--- config.mk ---
export PLATFORM = sky130hd
export DESIGN_NAME = clock_set_ctrl
export DESIGN_NICKNAME = d
export VERILOG_FILES = /design/src/rtl/clock_set_ctrl.sv
export SDC_FILE = /design/constraint.sdc
export NUM_CORES = 1
export LEC_CHECK = 0
export BUFFER_PORTS_ARGS = -buffer_cell sky130_fd_sc_hd__buf_2
export CORE_MARGIN = 2
export CORE_UTILIZATION = 30
export DETAILED_ROUTE_END_ITERATION = 7
export PLACE_DENSITY = 0.56
export SLEW_MARGIN = 20
export SYNTH_ARGS = -nofsm -noshare
export SYNTH_HDL_FRONTEND = slang
export SYNTH_SLANG_ARGS = --single-unit
--- constraint.sdc ---
create_clock -name clk -period 5.8 [get_ports clk]
set_input_delay 0.58 -clock clk [delete_from_list [all_inputs] [get_ports clk]]
set_output_delay 0.58 -clock clk [all_outputs]
set_load 0.05 [all_outputs]
--- src/rtl/clock_set_ctrl.sv ---
// Clock mode/setting controller: RUN->SET_HOUR->SET_MIN sequencing, hold-to-repeat increments, idle timeout, blink blanking.
// All outputs registered, one cycle after the causing button edge or terminal tick; no backpressure, timing advances on tick only.
module clock_set_ctrl #(
    parameter int REPEAT_DLY = 500,
    parameter int REPEAT_PER = 100,
    parameter int TIMEOUT    = 6000,
    parameter int BLINK_HALF = 250
) (
    input  logic       clk,
    input  logic       sys_rst_n,
    input  logic       tick,
    input  logic       btn_mode,
    input  logic       btn_inc,
    output logic       set_time,
    output logic       set_hour,
    output logic       set_min,
    output logic [1:0] mode,
    output logic       blank_hour,
    output logic       blank_min
);

    localparam int HW = ((REPEAT_DLY > REPEAT_PER) ? $clog2(REPEAT_DLY) : $clog2(REPEAT_PER)) + 1;
    localparam int IW = $clog2(TIMEOUT) + 1;
    localparam int BW = $clog2(BLINK_HALF) + 1;

    localparam logic [HW-1:0] DLY_LAST   = HW'(REPEAT_DLY - 1);
    localparam logic [HW-1:0] PER_LAST   = HW'(REPEAT_PER - 1);
    localparam logic [IW-1:0] IDLE_LAST  = IW'(TIMEOUT - 1);
    localparam logic [BW-1:0] BLINK_LAST = BW'(BLINK_HALF - 1);

    typedef enum logic [1:0] {
        RUN      = 2'b00,
        SET_HOUR = 2'b01,
        SET_MIN  = 2'b10,
        BAD      = 2'b11
    } state_t;

    state_t        state;
    state_t        nxt_state;
    logic          btn_mode_q;
    logic          btn_inc_q;
    logic          inc_armed;
    logic          rpt_on;
    logic          phase;
    logic [HW-1:0] hold_cnt;
    logic [IW-1:0] idle_cnt;
    logic [BW-1:0] blink_cnt;

    logic          rise_mode;
    logic          rise_inc;
    logic          in_set;
    logic          rpt_hit;
    logic          inc_evt;
    logic          timeout_hit;
    logic          restart;
    logic          pulse;
    logic [BW-1:0] nxt_blink_cnt;
    logic          nxt_phase;

    always_comb begin
        rise_mode   = btn_mode & ~btn_mode_q;
        rise_inc    = btn_inc & ~btn_inc_q;
        in_set      = (state == SET_HOUR) || (state == SET_MIN);
        rpt_hit     = in_set && inc_armed && btn_inc && tick &&
                      (hold_cnt >= (rpt_on ? PER_LAST : DLY_LAST));
        // A mode edge swallows a coincident increment; an increment counts as activity
        inc_evt     = in_set && !rise_mode && (rise_inc || rpt_hit);
        timeout_hit = in_set && tick && !inc_evt && (idle_cnt >= IDLE_LAST);

        nxt_state = state;
        case (state)
            RUN: begin
                if (rise_mode) nxt_state = SET_HOUR;
            end
            SET_HOUR: begin
                if (timeout_hit)    nxt_state = RUN;
                else if (rise_mode) nxt_state = SET_MIN;
            end
            SET_MIN: begin
                if (timeout_hit || rise_mode) nxt_state = RUN;
            end
            default: nxt_state = RUN;
        endcase

        restart = (nxt_state != state) || (nxt_state == RUN);
        pulse   = inc_evt && !restart;

        nxt_blink_cnt = blink_cnt;
        nxt_phase     = phase;
        if (restart || inc_evt) begin
            nxt_blink_cnt = '0;
            nxt_phase     = 1'b0;
        end else if (tick) begin
            if (blink_cnt >= BLINK_LAST) begin
                nxt_blink_cnt = '0;
                nxt_phase     = ~phase;
            end else begin
                nxt_blink_cnt = blink_cnt + 1'b1;
            end
        end
    end

    always_ff @(posedge clk or negedge sys_rst_n) begin
        if (!sys_rst_n) begin
            state      <= RUN;
            btn_mode_q <= 1'b1;
            btn_inc_q  <= 1'b1;
            inc_armed  <= 1'b0;
            rpt_on     <= 1'b0;
            phase      <= 1'b0;
            hold_cnt   <= '0;
            idle_cnt   <= '0;
            blink_cnt  <= '0;
            set_time   <= 1'b0;
            set_hour   <= 1'b0;
            set_min    <= 1'b0;
            mode       <= 2'b00;
            blank_hour <= 1'b0;
            blank_min  <= 1'b0;
        end else begin
            btn_mode_q <= btn_mode;
            btn_inc_q  <= btn_inc;
            state      <= nxt_state;
            mode       <= nxt_state;
            set_time   <= (nxt_state == SET_HOUR) || (nxt_state == SET_MIN);
            set_hour   <= pulse && (state == SET_HOUR);
            set_min    <= pulse && (state == SET_MIN);
            blink_cnt  <= nxt_blink_cnt;
            phase      <= nxt_phase;
            blank_hour <= (nxt_state == SET_HOUR) && nxt_phase;
            blank_min  <= (nxt_state == SET_MIN) && nxt_phase;

            // Repeat only follows a press accepted in the current SET state
            if (restart || !btn_inc) begin
                inc_armed <= 1'b0;
                rpt_on    <= 1'b0;
                hold_cnt  <= '0;
            end else if (rise_inc) begin
                inc_armed <= 1'b1;
                rpt_on    <= 1'b0;
                hold_cnt  <= '0;
            end else if (rpt_hit) begin
                rpt_on    <= 1'b1;
                hold_cnt  <= '0;
            end else if (inc_armed && tick && (hold_cnt != '1)) begin
                hold_cnt  <= hold_cnt + 1'b1;
            end

            if (restart || rise_mode || inc_evt) begin
                idle_cnt <= '0;
            end else if (tick && (idle_cnt != '1)) begin
                idle_cnt <= idle_cnt + 1'b1;
            end
        end
    end

endmodule

==> results.cfg <==
[cts]
cts.clk_slew.worst_paths_ps = 80
cts_sinks = 45
clkLatencyLatePin_ps = 290
numCtsBuffers = 5
hold_buffers = 0
htree_levels = 2
cts_resized = 0
cts_root_buf = clkbuf_8
tritoncts = done
cts_setup_buffers = 0
cts_buffer_depth = 2

[die]
initial_core_util_pct = 30.34
core-area_sq_um = 9109
io_pins = 12
fp.dieW_um = 99.99
die_y_um = 99.99
fp.dieArea_sq_um = 9997
rows = 35

[global_routing]
grt_max_degree = 46
antenna_found_initial = 0
groute.usage.overall_pct = 12.64
globalRouteOverflowTotal = 0
grt_pass1_wl_um = 10330
grt_pass1_vias = 2156

[sta]
fin_ws_ps = 2157
slew_viol_final = 0
fmax_mhz = 274.5
finalCritPeriodShare_pct = 62.81
final.setup.tns_ps = 0
finalSetupViolCount = 0
hold_viol = 0
max_slew_margin_pct = 44.39
rsz0062_at_grt = no
tightest_slew_ps = 831.1
finalClockSkew_ps = 10.36
whs_ps = 286.3
min_period_ps = 3643

[critical_path]
slowest_delay_ps = 540
critPathMaxFanout = 11
worst-path-buf-inv = 1
path_cells = inv_1, ha_1, nand2_1, a211oi_1, o31a_2, nor3_1, a2111o_1, ha_1, and4b_1, nand4_1, and4bb_2
path_class = reg -> reg
end_kind = flip-flop
cp_slowest_cell = dfrtp_1
crit_arrival_ps = 3870
worst_path_most_repeated_cell = ha_1
cp_top_family = simple AND/OR/NAND/NOR gates
worst_ep_required_time_ps = 6020
start_kind = flip-flop

[synthesis]
yosysWarnings = 0
async_flop_share_pct = 100.0
ys_types = 57
synth_edf_count = 0
synth_top_area_share_pct = 38.93
yosysTopAreaCell = dfrtp_1
ys_seq_area_share_pct = 40.83
syn_nets = 307
synth_area_leaders = dfrtp_1, nor3_1, ha_1
yosys_most_used_dff = dfrtp_1
syn_area_sq_um = 2764
ys_ff_latch = 45
avgSynthCellArea_sq_um = 9.597
syn_inst = 288

[final_layout]
area_delta_synth_final_pct = 7.967
fin_nets = 314
diodes = 0
nFillCells = 936
drive_gt1_share_pct = 11.49
layout.cells.non_filler = 407

[detailed_routing]
drc_errors = 0
firstDrtPassIters = 4
ant_nets = 0
via_count = 2177
drtIter0Drc = 155
vias_per_cell = 5.349
wl_um = 5847
avgRoutedWirePerCell_um = 14.37

[run_status]
status = complete, no violations

[placement]
place_ws_ps = 2151
dp_hpwl_um = 4121
place_inst = 399
port_buffers = 11
routabilityCongestion = 0.8773

[pwr]
ir_drop_mv = 0.1470
intPower_uw = 533.0
pwr_density_cell_nw_per_um2 = 290.4
total_power_uw = 866.6
p_sw_uw = 333.6
clockPowerShare_pct = 24.3
p_comb_share_pct = 33.9
p_leak_nw = 1.216
power.share.switching_pct = 38.50
seqPwrFrac_pct = 41.8

[flow_run]
drv_cap = 0

[min_path]
hold_path.class = in -> async
==> Yosys cell counts, types with 4 or more instances <==
library cell / n
a21oi_1: 5
nand2_1: 25
mux2i_1: 8
nand4_1: 15
xnor2_1: 13
nand3_1: 9
and2_1: 4
ha_1: 14
dfrtp_1: 43
inv_1: 9
xor2_1: 7
and3_1: 4
nor4b_1: 7
nor2_1: 20
o21ai_0: 7
nor3_1: 37
==> kinds of logic (layout without fill, tap and decap cells) <==
group / after synthesis / in the layout / share of synthesized area [%]
muxes: 8 / 8 / 2.897
AOI/OAI and AO/OA: 35 / 35 / 10.19
buffers and inverters: 21 / 29 / 4.300
xor gates and xnor gates: 20 / 20 / 6.338
adders and majority gates: 14 / 14 / 6.338
and+or+nand+nor: 145 / 145 / 29.11
DFF: 45 / 45 / 40.83
==> cells in the final DEF (no fill, tap or decap), drive strengths merged, types with 2 or more instances in the layout <==
cell type / instances
a211oi: 3
xor2: 7
a2111o: 2
o31a: 2
nand2: 25
nor3b: 3
and4: 3
nand4: 15
o211ai: 3
o21ai: 7
o41ai: 2
xnor2: 13
nand4b: 2
and3: 5
nor4b: 7
nor2b: 3
mux2i: 8
a21oi: 5
dfrtp: 43
dfstp: 2
nor3: 37
buf: 12
a2111oi: 2
ha: 14
nand3: 9
clkbuf: 7
and2: 5
nor2: 20
nor4: 3
nand2b: 2
inv: 9
==> worst reg2reg max path: stages, from the launching register on <==
cell and delay, ps:
dfrtp_1 540, inv_1 110, ha_1 350, nand2_1 70, a211oi_1 200, o31a_2 230
nor3_1 100, a2111o_1 440, ha_1 200, and4b_1 400, nand4_1 480, and4bb_2 450
==> state kept, by name, indices dropped and copies added (netlist names), 2 cells and up <==
register,flops
idle_cnt,14
blink_cnt,9
hold_cnt,10
state,2
==> power by group through the flow <==
stage / logic [mW] / clock network (mW) / registers (mW)
4_1_cts: 0.299 / 0.218 / 0.362
6_report: 0.294 / 0.211 / 0.362
3_3_place_gp: 0.294 / 0 / 0.369
3_5_place_dp: 0.297 / 0 / 0.367
2_1_floorplan: 0.216 / 0 / 0.394
5_1_grt: 0.333 / 0.230 / 0.367
==> per-layer routing <==
metal / GRT usage (%) / vias up / part of all wire (%)
met4: 3.161 / 0 / 0.31
met5: 0 / - / 0
met3: 2.228 / 3 / 3.7
met1: 17.41 / 1062 / 50
met2: 20.69 / 45 / 46
li1: - / 1067 / -
==> stage by stage <==
stage          util (%)  cell area, sq um
6_report          32.76              2984
5_1_grt           32.76              2984
4_1_cts           32.73              2982
3_5_place_dp      31.62              2880
3_3_place_gp      31.62              2880
2_1_floorplan         -              2764
==> final timing paths <==
| check | start | to | slack, ps | cells after the start |
|---|---|---|---|---|
| max reg2reg | state[1] | hold_cnt[9] | 2160 | 11 |
| min reg2reg | blink_cnt[8] | blink_cnt[8] | 530 | 2 |
| min | sys_rst_n | blink_cnt[2] | 290 | 1 |
| max in group asynchronous | sys_rst_n | hold_cnt[4] | 5110 | 1 |
| max | state[1] | hold_cnt[9] | 2160 | 11 |
| min in group clk | btn_mode | btn_mode_q | 400 | 1 |
==> layout make-up <==
type | instances | area (sq um) | share of cell area [%]
Multi-Input combinational cell | 222 | 1516 | 50.82
Sequential cell | 45 | 1129 | 37.82
Tap cell | 111 | 138.9 | 4.654
Clock buffer | 7 | 96.34 | 3.229
Timing Repair Buffer | 12 | 65.06 | 2.180
Inverter | 9 | 33.78 | 1.132
Clock inverter | 1 | 5.005 | 0.1677
Note: power is estimated with default switching activity, not from simulation.
